===== src/rtl/quadec_pkg.sv =====
// quadec_pkg: shared types and helpers for the quadrature decoder.
//   phase_t     - 2-bit encoder phase, packed as {B, A}
//   step_t      - classification of one accepted phase change
//   fwd_succ()  - forward successor in the Gray sequence 00->01->11->10->00
//   classify()  - classify a change from prev to cur as NONE/FWD/REV/ILLEGAL
package quadec_pkg;

  typedef logic [1:0] phase_t;

  typedef enum logic [1:0] {
    STEP_NONE    = 2'd0,
    STEP_FWD     = 2'd1,
    STEP_REV     = 2'd2,
    STEP_ILLEGAL = 2'd3
  } step_t;

  localparam phase_t PH_00 = 2'b00;
  localparam phase_t PH_01 = 2'b01;
  localparam phase_t PH_11 = 2'b11;
  localparam phase_t PH_10 = 2'b10;

  function automatic phase_t fwd_succ(input phase_t p);
    phase_t s;
    case (p)
      PH_00:   s = PH_01;
      PH_01:   s = PH_11;
      PH_11:   s = PH_10;
      default: s = PH_00;
    endcase
    return s;
  endfunction

  // Only one bit may change between neighbours of the Gray sequence; a change
  // that is neither the forward nor the reverse neighbour flipped both bits.
  function automatic step_t classify(input phase_t prev, input phase_t cur);
    step_t k;
    if (cur == prev)                k = STEP_NONE;
    else if (cur == fwd_succ(prev)) k = STEP_FWD;
    else if (prev == fwd_succ(cur)) k = STEP_REV;
    else                            k = STEP_ILLEGAL;
    return k;
  endfunction

endpackage


===== src/rtl/quadec_v_if.sv =====
// quadec_v_if: pin-side and result-side signals of the quadrature decoder.
//   A, B         encoder phases (asynchronous to the decoder clock)
//   CLEAR        synchronous clear of COUNT / ERROR / ERR_CNT
//   COUNT        signed 32-bit position
//   STEP, DIR    one-cycle step pulse and direction of the last step
//   SPEED        signed net steps of the last completed window
//   SPEED_VALID  one-cycle pulse when SPEED updates
//   ERROR        sticky illegal-transition flag
//   ERR_CNT      saturating illegal-transition count
// master: the side driving the pins (encoder / bench); slave: the decoder.
interface quadec_v_if;

  logic        A;
  logic        B;
  logic        CLEAR;
  logic [31:0] COUNT;
  logic        STEP;
  logic        DIR;
  logic [31:0] SPEED;
  logic        SPEED_VALID;
  logic        ERROR;
  logic [7:0]  ERR_CNT;

  modport master (
    output A, B, CLEAR,
    input  COUNT, STEP, DIR, SPEED, SPEED_VALID, ERROR, ERR_CNT
  );

  modport slave (
    input  A, B, CLEAR,
    output COUNT, STEP, DIR, SPEED, SPEED_VALID, ERROR, ERR_CNT
  );

endinterface


===== src/rtl/quad_filter_v.sv =====
// quad_filter_v: 2-flop synchronizer plus run-length glitch filter for {B,A}.
//   clk       system clock
//   rst_n     asynchronous active-low reset
//   raw       unsynchronized {B,A}
//   filt      filtered phase, resets to 00
//   filt_upd  one-cycle pulse each time filt is (re)loaded after a stable run
// The synchronized value must stay unchanged for FILTER_LEN consecutive edges
// after it first appears before it is accepted; any change restarts the run.
module quad_filter_v
  import quadec_pkg::*;
#(
  parameter int unsigned FILTER_LEN = 4
) (
  input  logic   clk,
  input  logic   rst_n,
  input  phase_t raw,
  output phase_t filt,
  output logic   filt_upd
);

  localparam logic [7:0] RUN_MAX = 8'(FILTER_LEN);

  phase_t     sync1_reg;
  phase_t     sync2_reg;
  phase_t     filt_reg;
  logic       upd_reg;
  logic [7:0] run_reg;
  logic [7:0] run_next;

  // run_reg counts how many edges sync2 has been reloaded with an unchanged
  // value; it saturates at FILTER_LEN so a long stable input pulses only once.
  always_comb begin
    run_next = run_reg;
    if (sync1_reg != sync2_reg)  run_next = 8'd0;
    else if (run_reg != RUN_MAX) run_next = run_reg + 8'd1;
  end

  always_ff @(posedge clk or negedge rst_n) begin
    if (!rst_n) begin
      sync1_reg <= PH_00;
      sync2_reg <= PH_00;
      filt_reg  <= PH_00;
      upd_reg   <= 1'b0;
      run_reg   <= 8'd0;
    end else begin
      sync1_reg <= raw;
      sync2_reg <= sync1_reg;
      run_reg   <= run_next;
      upd_reg   <= 1'b0;
      if (run_next == RUN_MAX && run_reg != RUN_MAX) begin
        filt_reg <= sync2_reg;
        upd_reg  <= 1'b1;
      end
    end
  end

  assign filt     = filt_reg;
  assign filt_upd = upd_reg;

endmodule


===== src/rtl/quadec_v.sv =====
// quadec_v: quadrature decoder top level.
//   CLOCK    system clock, the only clock
//   RESET_N  asynchronous active-low reset
//   bus      quadec_v_if.slave: A/B pins and CLEAR in; COUNT, STEP, DIR,
//            SPEED, SPEED_VALID, ERROR, ERR_CNT out (all registered)
// Parameters: FILTER_LEN (1..255) stable edges before a phase is accepted,
// WINDOW (>=2) speed measurement window in clock cycles.
module quadec_v
  import quadec_pkg::*;
#(
  parameter int unsigned FILTER_LEN = 4,
  parameter int unsigned WINDOW     = 50000
) (
  input logic       CLOCK,
  input logic       RESET_N,
  quadec_v_if.slave bus
);

  localparam int unsigned      WIN_W    = $clog2(WINDOW);
  localparam logic [WIN_W-1:0] WIN_LAST = WIN_W'(WINDOW - 1);

  localparam logic [0:0] ST_INIT = 1'b0;
  localparam logic [0:0] ST_RUN  = 1'b1;

  phase_t            filt;
  logic              filt_upd;

  logic [0:0]        state_reg;
  phase_t            prev_reg;
  logic [31:0]       count_reg;
  logic              step_reg;
  logic              dir_reg;
  logic [31:0]       speed_reg;
  logic              speed_valid_reg;
  logic              error_reg;
  logic [7:0]        err_cnt_reg;
  logic [WIN_W-1:0]  win_reg;
  logic [31:0]       acc_reg;

  step_t             step_kind;
  logic              is_step;
  logic              is_illegal;
  logic [31:0]       step_delta;
  logic              win_last;

  quad_filter_v #(
    .FILTER_LEN (FILTER_LEN)
  ) u_filter (
    .clk      (CLOCK),
    .rst_n    (RESET_N),
    .raw      ({bus.B, bus.A}),
    .filt     (filt),
    .filt_upd (filt_upd)
  );

  // In INIT the first filter update only seeds prev_reg, so pins that are
  // already non-00 at reset release never produce a step.
  always_comb begin
    step_kind = STEP_NONE;
    if (filt_upd && state_reg == ST_RUN) step_kind = classify(prev_reg, filt);
    is_step    = (step_kind == STEP_FWD) || (step_kind == STEP_REV);
    is_illegal = (step_kind == STEP_ILLEGAL);
    step_delta = 32'd0;
    if (step_kind == STEP_FWD) step_delta = 32'd1;
    if (step_kind == STEP_REV) step_delta = 32'hFFFF_FFFF;
    win_last   = (win_reg == WIN_LAST);
  end

  always_ff @(posedge CLOCK or negedge RESET_N) begin
    if (!RESET_N) begin
      state_reg       <= ST_INIT;
      prev_reg        <= PH_00;
      count_reg       <= 32'd0;
      step_reg        <= 1'b0;
      dir_reg         <= 1'b1;
      speed_reg       <= 32'd0;
      speed_valid_reg <= 1'b0;
      error_reg       <= 1'b0;
      err_cnt_reg     <= 8'd0;
      win_reg         <= '0;
      acc_reg         <= 32'd0;
    end else begin
      if (filt_upd) begin
        state_reg <= ST_RUN;
        prev_reg  <= filt;
      end

      step_reg <= is_step;
      if (is_step) dir_reg <= (step_kind == STEP_FWD);

      // CLEAR takes priority over a step or illegal event in the same cycle.
      if (bus.CLEAR) begin
        count_reg   <= 32'd0;
        error_reg   <= 1'b0;
        err_cnt_reg <= 8'd0;
      end else begin
        count_reg <= count_reg + step_delta;
        if (is_illegal) begin
          error_reg <= 1'b1;
          if (err_cnt_reg != 8'hFF) err_cnt_reg <= err_cnt_reg + 8'd1;
        end
      end

      // The step landing on the last window cycle belongs to the closing window.
      speed_valid_reg <= win_last;
      if (win_last) begin
        win_reg   <= '0;
        speed_reg <= acc_reg + step_delta;
        acc_reg   <= 32'd0;
      end else begin
        win_reg <= win_reg + 1'b1;
        acc_reg <= acc_reg + step_delta;
      end
    end
  end

  assign bus.COUNT       = count_reg;
  assign bus.STEP        = step_reg;
  assign bus.DIR         = dir_reg;
  assign bus.SPEED       = speed_reg;
  assign bus.SPEED_VALID = speed_valid_reg;
  assign bus.ERROR       = error_reg;
  assign bus.ERR_CNT     = err_cnt_reg;

endmodule


===== src/flat_wrapper.sv =====
// flat-port wrapper written by rule: the top's interface ports become plain ports
module quadec_v_flat import quadec_pkg::*;
#(
  parameter int unsigned FILTER_LEN = 4,
  parameter int unsigned WINDOW     = 50000
)
  (CLOCK, RESET_N, bus_A, bus_B, bus_CLEAR, bus_COUNT, bus_STEP, bus_DIR, bus_SPEED, bus_SPEED_VALID, bus_ERROR, bus_ERR_CNT);
  quadec_v_if bus_i ();
  input logic CLOCK;
  input logic RESET_N;
  input wire logic [$bits(bus_i.A)-1:0] bus_A;
  input wire logic [$bits(bus_i.B)-1:0] bus_B;
  input wire logic [$bits(bus_i.CLEAR)-1:0] bus_CLEAR;
  output wire logic [$bits(bus_i.COUNT)-1:0] bus_COUNT;
  output wire logic [$bits(bus_i.STEP)-1:0] bus_STEP;
  output wire logic [$bits(bus_i.DIR)-1:0] bus_DIR;
  output wire logic [$bits(bus_i.SPEED)-1:0] bus_SPEED;
  output wire logic [$bits(bus_i.SPEED_VALID)-1:0] bus_SPEED_VALID;
  output wire logic [$bits(bus_i.ERROR)-1:0] bus_ERROR;
  output wire logic [$bits(bus_i.ERR_CNT)-1:0] bus_ERR_CNT;
  assign bus_i.A = bus_A;
  assign bus_i.B = bus_B;
  assign bus_i.CLEAR = bus_CLEAR;
  assign bus_COUNT = bus_i.COUNT;
  assign bus_STEP = bus_i.STEP;
  assign bus_DIR = bus_i.DIR;
  assign bus_SPEED = bus_i.SPEED;
  assign bus_SPEED_VALID = bus_i.SPEED_VALID;
  assign bus_ERROR = bus_i.ERROR;
  assign bus_ERR_CNT = bus_i.ERR_CNT;
  quadec_v #(.FILTER_LEN(FILTER_LEN), .WINDOW(WINDOW)) u_core (.CLOCK(CLOCK), .RESET_N(RESET_N), .bus(bus_i));
endmodule

===== config.mk =====
export PLATFORM = sky130hd
export DESIGN_NAME = quadec_v_flat
export DESIGN_NICKNAME = d
export VERILOG_FILES = /design/src/rtl/quadec_pkg.sv /design/src/rtl/quadec_v_if.sv /design/src/rtl/quad_filter_v.sv /design/src/rtl/quadec_v.sv /design/src/flat_wrapper.sv
export SDC_FILE = /design/constraint.sdc
export NUM_CORES = 1
export LEC_CHECK = 0
export ABC_AREA = 0
export BUFFER_PORTS_ARGS = -buffer_cell sky130_fd_sc_hd__clkbuf_2
export CAP_MARGIN = 10
export CORE_MARGIN = 5
export CORE_UTILIZATION = 35
export CTS_CLUSTER_SIZE = 20
export DETAILED_ROUTE_END_ITERATION = 12
export HOLD_SLACK_MARGIN = 0.03
export SKIP_LAST_GASP = 1
export SLEW_MARGIN = 20
export SYNTH_ARGS = -nofsm -noshare
export SYNTH_HDL_FRONTEND = slang
export SYNTH_HIERARCHICAL = 1
export SYNTH_SLANG_ARGS = --single-unit

===== constraint.sdc =====
create_clock -name CLOCK -period 6 [get_ports CLOCK]
set_clock_uncertainty 0.1 [all_clocks]
set_input_delay 1.2 -clock CLOCK [delete_from_list [all_inputs] [get_ports CLOCK]]
set_output_delay 1.2 -clock CLOCK [all_outputs]
set_load 0.02 [all_outputs]

==> flow_summary.yaml <==
outcome:
  status: "finished clean"
cts:
  cts.sinks: 142
  hold_buffers: 0
  cts_setup_buffers: 0
  cts_root_buf: "clkbuf_16"
  cts_buffers: 17
  cts_max_path_buffers: 2
  htree_levels: 4
  path_clk_slew_ns: 0.06
  cts-resized-gates: 0
  cts_tree: "yes"
  clkLatencyLatePin_ns: 0.42
synth:
  ys_seq_elements: 142
  synthFlopType: "dfrtp_1"
  syn_avg_cell_area_um2: 9.34
  async_flop_share_pct: 100
  seq_area_frac_synth_pct: 39.6
  netlist_instances: 960
  synth_edf_count: 0
  yosysWarnings: 6
  synthDistinctLibCells: 91
  syn_nets: 1036
  syn_area_um2: 8970
sta:
  max_freq_mhz: 228
  slew_headroom_pct: 36.4
  min_period_ns: 4.39
  whs_ns: 0.289
  fin_ws_ns: 1.61
  tightest_slew_ns: 0.955
  period_share_pct: 73.2
  fin_setup_tns_ns: 0
  rsz0062_at_grt: "no"
  drv_slew: 0
  hold_viol_final: 0
  setup_viol: 0
die:
  die_w_um: 170
  io_pins: 81
  dieArea_um2: 28900
  dieHeight_um: 170
  start_util_pct: 35.6
  core_um2: 25200
  rows: 58
drt:
  dr.max_layer_used: "met4"
  dr_wl_met2_mm: 10.1
  wirelength_mm: 21.2
  wl_per_cell_um: 15.4
  ant_nets: 0
  wl_met1_mm: 10.1
  drt_iter0_markers: 424
  met3_length_um: 679
  vias: 7164
  drc: 0
  first_pass_iters: 5
  viasPerCell: 5.21
placed_design:
  place_ws_ns: 1.60
  dp_hpwl_mm: 15.5
  place_congestion: 0.904
  place_inst: 1343
  port_buffers: 80
cells_and_area:
  nFillCells: 2496
  area_delta_synth_final_pct: 15.0
  drive_gt1_share_pct: 15.0
  fin_nets: 1108
  fin_cells: 1374
  n_antenna_cell: 0
grt:
  grt_usage_pct: 15.0
  grt_pass1_vias: 7052
  antenna_found_initial: 0
  grt_pass1_wl_mm: 36.0
  overflow: 0
  grt_max_degree: 100
setup_path:
  critPathMaxFanout: 32
  required_ns: 6.17
  worst_setup_path_start_kind: "register"
  crit_arrival_ns: 4.56
  crit_type: "register to register"
  endpoint_kind: "register"
pwr:
  p_leak_nw: 5.12
  ir_drop_mv: 0.173
  power_w: 0.00212
  powerDensity_nw_per_um2: 206
flow_run:
  cap_violations: 0
worst_hold_path:
  hold_path.class: "register to register"
-- synth_stat cells (4+ instances only) --
master	number	share of area, %
nor2_1	99	4.1
nand3_1	22	1.2
o31ai_1	14	1.2
and3_1	13	0.91
a21boi_0	8	0.67
a21oi_1	65	3.6
a31oi_1	7	0.49
nor3_1	31	1.7
o211ai_1	4	0.33
or2_2	8	0.56
dfrtp_1	141	39
inv_1	30	1.3
xor2_1	34	3.3
and2_1	13	0.91
a21o_1	24	2.0
a211oi_1	13	1.1
clkbuf_1	21	0.88
nor2b_1	11	0.77
mux2_2	5	0.63
a211o_1	5	0.49
nand4_1	19	1.3
nand2b_1	7	0.49
o21a_1	9	0.75
ha_1	69	9.6
buf_2	4	0.22
o21ai_1	7	0.39
o21ai_0	54	3.0
xnor2_1	36	3.5
nand2_1	84	3.5
or3_1	6	0.42
o21bai_1	11	0.92
-- worst max-delay path: stages (launching register included) --
cell and delay [ns]:
dfrtp_1 0.43, nor2b_1 0.17, a211o_1 0.11, or3b_2 0.47, inv_1 0.10, ha_2 0.57
buf_12 0.28, ha_1 0.31, a211oi_1 0.30, o211ai_1 0.16, a21boi_0 0.31, a21oi_1 0.15
or2_1 0.25, o41ai_1 0.38, o31ai_1 0.13
-- worst paths after layout --
kind | start | endpoint | slack (ns) | cells past startpoint
worst max register to register | u_core/prev_reg[0] | u_core/bus.SPEED[30] | 1.61 | 14
worst min-delay path | u_core/u_filter/sync1_reg[1] | u_core/u_filter/sync2_reg[1] | 0.29 | 0
worst max-delay path | u_core/prev_reg[0] | u_core/bus.SPEED[30] | 1.61 | 14
min in group asynchronous | RESET_N | u_core/bus.COUNT[8] | 0.80 | 1
worst min register to register | u_core/u_filter/sync1_reg[1] | u_core/u_filter/sync2_reg[1] | 0.29 | 0
max in group asynchronous | RESET_N | u_core/u_filter/sync2_reg[0] | 3.88 | 2
-- stage by stage --
step           area [um2]  utilization (%)
6_report            10300             40.9
5_1_grt             10300             40.9
4_1_cts             10300             40.9
3_5_place_dp         9690             38.5
3_3_place_gp         9690             38.5
2_1_floorplan        8970                -
-- cell families (layout without fill, tap and decap cells) --
logic type                 Yosys count  after routing  synth area share (%)
buffers and inverters               63            147                  2.99
muxes                               10             10                  1.23
and+or+nand+nor                    342            342                  19.1
DFF                                142            142                  39.6
xor gates and xnor gates            70             70                  6.84
AOI/OAI and AO/OA                  262            262                  20.2
adders and majority gates           71             71                  10.1
-- cell type report --
cell class | count | area (um2) | share of cell area (%)
repair buffers | 85 | 457 | 4.43
clock buffers | 20 | 457 | 4.43
clock inverters | 11 | 165 | 1.60
inverters | 31 | 116 | 1.13
well taps | 330 | 413 | 4.00
multi-input cells | 755 | 5150 | 49.9
flip-flops and latches | 142 | 3550 | 34.5
-- layout by cell type, fill, tap and decap left out, drive strengths merged, types with 13 or more instances in the layout --
master and instances:
dfrtp 141, nor2 99, clkbuf 99, nand2 84
ha 69, a21oi 68, o21ai 61, xnor2 36
xor2 34, nor3 33, inv 30, a21o 24
nand3 24, nand4 19, o31ai 16, a211oi 15
and3 14, and2 13
-- power by group --
| part | total [W] | switching (W) | internal (W) |
|---|---|---|---|
| Clock | 0.00112 | 0.000403 | 0.000713 |
| Combinational | 0.0000403 | 0.0000311 | 0.00000924 |
| Sequential | 0.000966 | 0.00000422 | 0.000962 |
-- layer usage --
| metal | global-route usage (%) | vias to the layer above |
|---|---|---|
| met4 | 4.10 | 0 |
| met1 | 20.2 | 3403 |
| met5 | 0 | - |
| met3 | 2.60 | 23 |
| li1 | - | 3610 |
| met2 | 25.1 | 128 |
(Power assumes the default switching activity.)
